$ cat src/rtl/uart_tx_arbiter.sv
// Round-robin arbiter sharing one buffered UART transmitter among N_REQ byte-stream sources.
// The owner holds the grant for a whole frame; an owner that stalls too long is released with abort_evt.
module uart_tx_arbiter #(
    parameter int N_REQ        = 4,
    parameter int IDLE_TIMEOUT = 1023
) (
    input  logic               clk_100MHz,
    input  logic               reset_n,
    input  logic [N_REQ-1:0]   req_valid,
    input  logic [8*N_REQ-1:0] req_data,
    input  logic [N_REQ-1:0]   req_last,
    output logic [N_REQ-1:0]   req_ready,
    output logic [N_REQ-1:0]   grant,
    output logic               busy,
    output logic               abort_evt,
    output logic               uart_dat_en,
    output logic [7:0]         uart_dat,
    input  logic               uart_fifo_afull,
    input  logic               uart_fifo_full
);
    localparam int IDX_W = $clog2(N_REQ);
    localparam int CNT_W = $clog2(IDLE_TIMEOUT + 1);

    typedef enum logic {IDLE, XFER} state_t;

    state_t           state;
    state_t           state_nxt;
    logic [IDX_W-1:0] owner;
    logic [IDX_W-1:0] last_owner;
    logic [IDX_W-1:0] winner;
    logic [CNT_W-1:0] stall_cnt;
    logic [7:0]       owner_data;
    logic             any_req;
    logic             owner_valid;
    logic             owner_last;
    logic             blocked;
    logic             accept;
    logic             stall_inc;
    logic             timeout;
    logic             frame_end;
    int               rr_idx;

    assign any_req     = |req_valid;
    assign owner_valid = req_valid[owner];
    assign owner_last  = req_last[owner];
    assign blocked     = uart_fifo_afull | uart_fifo_full;
    assign accept      = (state == XFER) & owner_valid & ~blocked;
    // A FIFO-blocked owner is never counted as stalled, whatever its valid does.
    assign stall_inc   = (state == XFER) & ~owner_valid & ~blocked;
    assign timeout     = stall_inc & (stall_cnt == CNT_W'(IDLE_TIMEOUT - 1));
    assign frame_end   = (accept & owner_last) | timeout;

    // Search from last_owner+1 upward; iterating downward lets the nearest lane win.
    always_comb begin
        winner = last_owner;
        rr_idx = 0;
        for (int k = N_REQ; k >= 1; k--) begin
            rr_idx = (int'(last_owner) + k) % N_REQ;
            if (req_valid[rr_idx[IDX_W-1:0]]) winner = rr_idx[IDX_W-1:0];
        end
    end

    always_comb begin
        owner_data = '0;
        for (int i = 0; i < N_REQ; i++) begin
            if (owner == IDX_W'(i)) owner_data = req_data[8*i +: 8];
        end
    end

    always_ff @(posedge clk_100MHz) begin
        if (!reset_n) state <= IDLE;
        else          state <= state_nxt;
    end

    always_comb begin
        state_nxt = state;
        case (state)
            IDLE:    if (any_req)   state_nxt = XFER;
            XFER:    if (frame_end) state_nxt = IDLE;
            default: state_nxt = IDLE;
        endcase
    end

    always_comb begin
        req_ready = '0;
        if (accept) req_ready[owner] = 1'b1;
        busy = (state == XFER);
    end

    always_ff @(posedge clk_100MHz) begin
        if (!reset_n) begin
            grant       <= '0;
            owner       <= '0;
            last_owner  <= IDX_W'(N_REQ - 1);
            stall_cnt   <= '0;
            abort_evt   <= 1'b0;
            uart_dat_en <= 1'b0;
            uart_dat    <= '0;
        end else begin
            uart_dat_en <= accept;
            abort_evt   <= timeout;
            if (accept) uart_dat <= owner_data;

            if (state == IDLE) begin
                if (any_req) begin
                    owner <= winner;
                    grant <= N_REQ'(1) << winner;
                end
            end else if (frame_end) begin
                grant      <= '0;
                last_owner <= owner;
            end

            if (state == IDLE || accept || timeout) stall_cnt <= '0;
            else if (stall_inc)                     stall_cnt <= stall_cnt + 1'b1;
        end
    end
endmodule

$ cat config.mk
export PLATFORM = sky130hd
export DESIGN_NAME = uart_tx_arbiter
export DESIGN_NICKNAME = d
export VERILOG_FILES = /design/src/rtl/uart_tx_arbiter.sv
export SDC_FILE = /design/constraint.sdc
export NUM_CORES = 1
export LEC_CHECK = 0
export CAP_MARGIN = 0
export CORE_MARGIN = 4
export CORE_UTILIZATION = 39
export DETAILED_ROUTE_END_ITERATION = 10
export GPL_TIMING_DRIVEN = 1
export PLACE_DENSITY = 0.76
export SYNTH_ARGS = -nofsm -noshare
export SYNTH_HDL_FRONTEND = slang
export SYNTH_SLANG_ARGS = --single-unit
$ cat constraint.sdc
create_clock -name clk_100MHz -period 2 [get_ports clk_100MHz]
set_input_delay 0.4 -clock clk_100MHz [delete_from_list [all_inputs] [get_ports clk_100MHz]]
set_output_delay 0.4 -clock clk_100MHz [all_outputs]
set_load 0.005 [all_outputs]
==> impl_metrics.sql <==
INSERT INTO impl_metrics (metric_group, metric, value, unit) VALUES
('cells_and_area', 'final_nets', '281', ''),
('routing', 'first_pass_drt_iterations', '4', ''),
('run_status', 'failed_checks', 'setup timing', ''),
('global_routing', 'globalRouteTotalUtil', '0.170', ''),
('hold_path', 'hp-class', 'register to register', ''),
('global_routing', 'top_usage_layer', 'met2', ''),
('routing', 'routed-via-count', '1494', ''),
('yosys', 'mapped_cell_area', '1600', 'um2'),
('global_routing', 'grt_pass1_vias', '1439', ''),
('worst_setup_path', 'crit_arrival', '1.61', 'ns'),
('yosys', 'synth_compound_gate_area_share', '0.0852', ''),
('pwr', 'max-vdd-ir-drop', '0.424', 'mV'),
('cts', 'insertion_delay', '0.28', 'ns'),
('global_routing', 'globalRoute.totalOverflow', '0', ''),
('yosys', 'post-synth-top-area-cell', 'dfxtp_1', ''),
('cells_and_area', 'area_delta_synth_final', '52.4', '%'),
('sta', 'normalized_max_slew_margin', '0.543', ''),
('routing', 'drt_first_iter_violations', '73', ''),
('cts', 'clock-sinks', '29', ''),
('sta', 'clock.fmax', '0.498', 'GHz'),
('die', 'fp.dieArea', '5190', 'um2'),
('worst_setup_path', 'worstPathRequired', '1.60', 'ns'),
('worst_setup_path', 'timing.critical_path.from_type', 'input port', ''),
('global_routing', 'antenna_violations_before_repair', '0', ''),
('yosys', 'syn_area_per_cell', '10.0', 'um2'),
('run_status', 'run_status', 'finished, violations left', ''),
('pwr', 'powerDensity', '559', 'nW/um2'),
('place', 'pre_cts_ws', '-0.460', 'ns'),
('yosys', 'yosys_register_bits', '29', ''),
('routing', 'post_route_wl', '4380', 'um'),
('yosys', 'synth_simple_gate_area_share', '0.250', ''),
('die', 'die-width', '72.1', 'um'),
('cells_and_area', 'final_util', '0.614', ''),
('yosys', 'synth.net_count', '206', ''),
('yosys', 'synth_xor_area_frac', '0.0383', ''),
('routing', 'post_drt_via_cell_ratio', '5.22', ''),
('cts', 'cts_max_path_buffers', '2', ''),
('worst_setup_path', 'critical_path.endpoint_type', 'output port', ''),
('routing', 'remaining_drc_errors', '0', ''),
('sta', 'setup_repair_after_global_routing_missed_its_margin', 'true', ''),
('global_routing', 'grt_pass1_wl', '6810', 'um'),
('sta', 'layout_skew', '0.00581', 'ns'),
('sta', 'layout_setup_ws', '-0.00857', 'ns'),
('die', 'rows', '23', ''),
('cts', 'cts_buffers', '5', ''),
('yosys', 'synth_top_family_by_area', 'simple AND/OR/NAND/NOR gates', ''),
('cts', 'clockRootBuffer', 'clkbuf_8', ''),
('cells_and_area', 'finish.instance_area', '2440', 'um2'),
('die', 'core-area', '3970', 'um2'),
('sta', 'worstMarginPinSlew', '0.684', 'ns'),
('worst_setup_path', 'critPathKind', 'input port to output port', ''),
('yosys', 'yosysUniqueCellTypes', '42', ''),
('cts', 'cts.clk_slew.worst_paths', '0.06', 'ns'),
('yosys', 'synth_mux_area_frac', '0.210', ''),
('global_routing', 'global_route.usage.met1', '0.221', ''),
('run', 'cap_viol_max_count', '0', ''),
('pwr', 'leakage', '0.932', 'nW'),
('yosys', 'synth_adder_area_share', '0.0156', ''),
('yosys', 'synth_largest_type_area_fraction', '0.363', ''),
('place', 'port_buffers', '62', ''),
('pwr', 'power.total', '1.36', 'mW'),
('global_routing', 'grt.met3_usage', '0.0305', ''),
('sta', 'report.final.setup_viol', '1', ''),
('place', 'place.gp.congestion', '0.829', ''),
('yosys', 'post_synth_main_area_contributors', 'dfxtp_1 36%, mux4_2 14%, mux2i_1 6.9%', ''),
('global_routing', 'grt_max_degree', '22', ''),
('cts', 'h-tree-depth', '2', ''),
('sta', 'period_share', '1.00', ''),
('yosys', 'synth-edff-count', '0', ''),
('cells_and_area', 'final_layout_size_suffix_gt1_frac', '0.199', ''),
('routing', 'wire_per_inst', '15.3', 'um');
## where the power goes
part | switching [mW] | internal (mW) | leakage [nW]
registers | 0.0111 | 0.595 | 0.235
clock network | 0.205 | 0.246 | 0.0395
logic | 0.116 | 0.190 | 0.657
total | 0.332 | 1.03 | 0.932
## layer usage
metal	part of all wire	wire [um]
met1	0.45	1990
met2	0.49	2170
met3	0.028	124
met4	0.023	102
met5	0	0
## cells in the final DEF, fill, tap and decap left out, types with 2 or more instances in the layout
cell	netlist	final
clkdlybuf4s50_1	0	52
dfxtp_1	29	28
nor2_1	25	25
buf_4	1	13
mux2i_1	11	11
mux4_2	10	10
nand3_1	8	8
xnor2_1	7	7
dlygate4sd2_1	0	6
a21oi_1	5	5
clkbuf_8	0	5
nor3b_1	5	4
nor3_1	4	4
nand2_1	5	4
o32ai_1	4	4
inv_1	3	3
and4_1	3	3
clkbuf_1	6	3
buf_2	1	3
buf_6	1	3
nand2b_1	3	2
or3_1	2	2
nand4_1	2	2
a211oi_1	2	2
nor4_2	2	2
ha_1	2	2
## flip-flops by register name, indices dropped and copies added (netlist names)
| name | cells |
|---|---|
| last_owner | 2 |
| abort_evt | 1 |
| busy | 1 |
| owner | 2 |
| grant | 4 |
| stall_cnt | 10 |
| uart_dat_en | 1 |
| uart_dat | 8 |
## per-stage QoR
stage	hold slack, ns	setup TNS, ns	std cells
final	0.493	-0.00857	286
after detailed placement	0.480	-7.79	276
after CTS	0.495	-0.0126	286
after global routing	0.507	-0.0660	286
after floorplan	0.448	0	160
after global placement	0.473	-7.41	276
## cells by family (layout without fill, tap and decap cells)
family	count (synthesis)	after routing
compound gates	18	18
mux	21	21
fa+ha+maj	2	2
xor+xnor	7	7
flops	29	29
buf+inv	13	89
simple gates	70	70
## worst paths after layout
| path | start | end | slack (ns) |
|---|---|---|---|
| max | req_valid[1] | req_ready[3] | -0.009 |
| min | grant[1] | grant[1] | 0.49 |
| max reg2reg | owner[0] | stall_cnt[9] | 0.03 |
| min reg2reg | grant[1] | grant[1] | 0.49 |
## cell usage after synthesis (3+ instances only)
library cell	instances
dfxtp_1	29
mux4_2	10
nand2b_1	3
and4_1	3
xnor2_1	7
nand3_1	8
nor2_1	25
o32ai_1	4
nor3b_1	5
inv_1	3
a21oi_1	5
nand2_1	5
nor3_1	4
clkbuf_1	6
mux2i_1	11
## what timing repair did
item,4_1_cts,5_1_grt
resized for setup,25,2
pin swaps,3,1
buffers inserted,2,0
setup endpoints to repair,11,5
## final cells by class
class                      instances  area (um2)
tap                               50        62.6
inverter                           3        11.3
sequential                        29         582
timing repair buffer              78         729
clock buffer                       8        80.1
multi-input combinational        118         973
fill                             348        1530
## worst max-delay path: stages
cell and delay [ns]:
dlygate4sd2_1 0.27, mux4_2 0.51, buf_6 0.14, and4_1 0.17, buf_2 0.13
No activity file was read; power rests on OpenSTA's default activity.
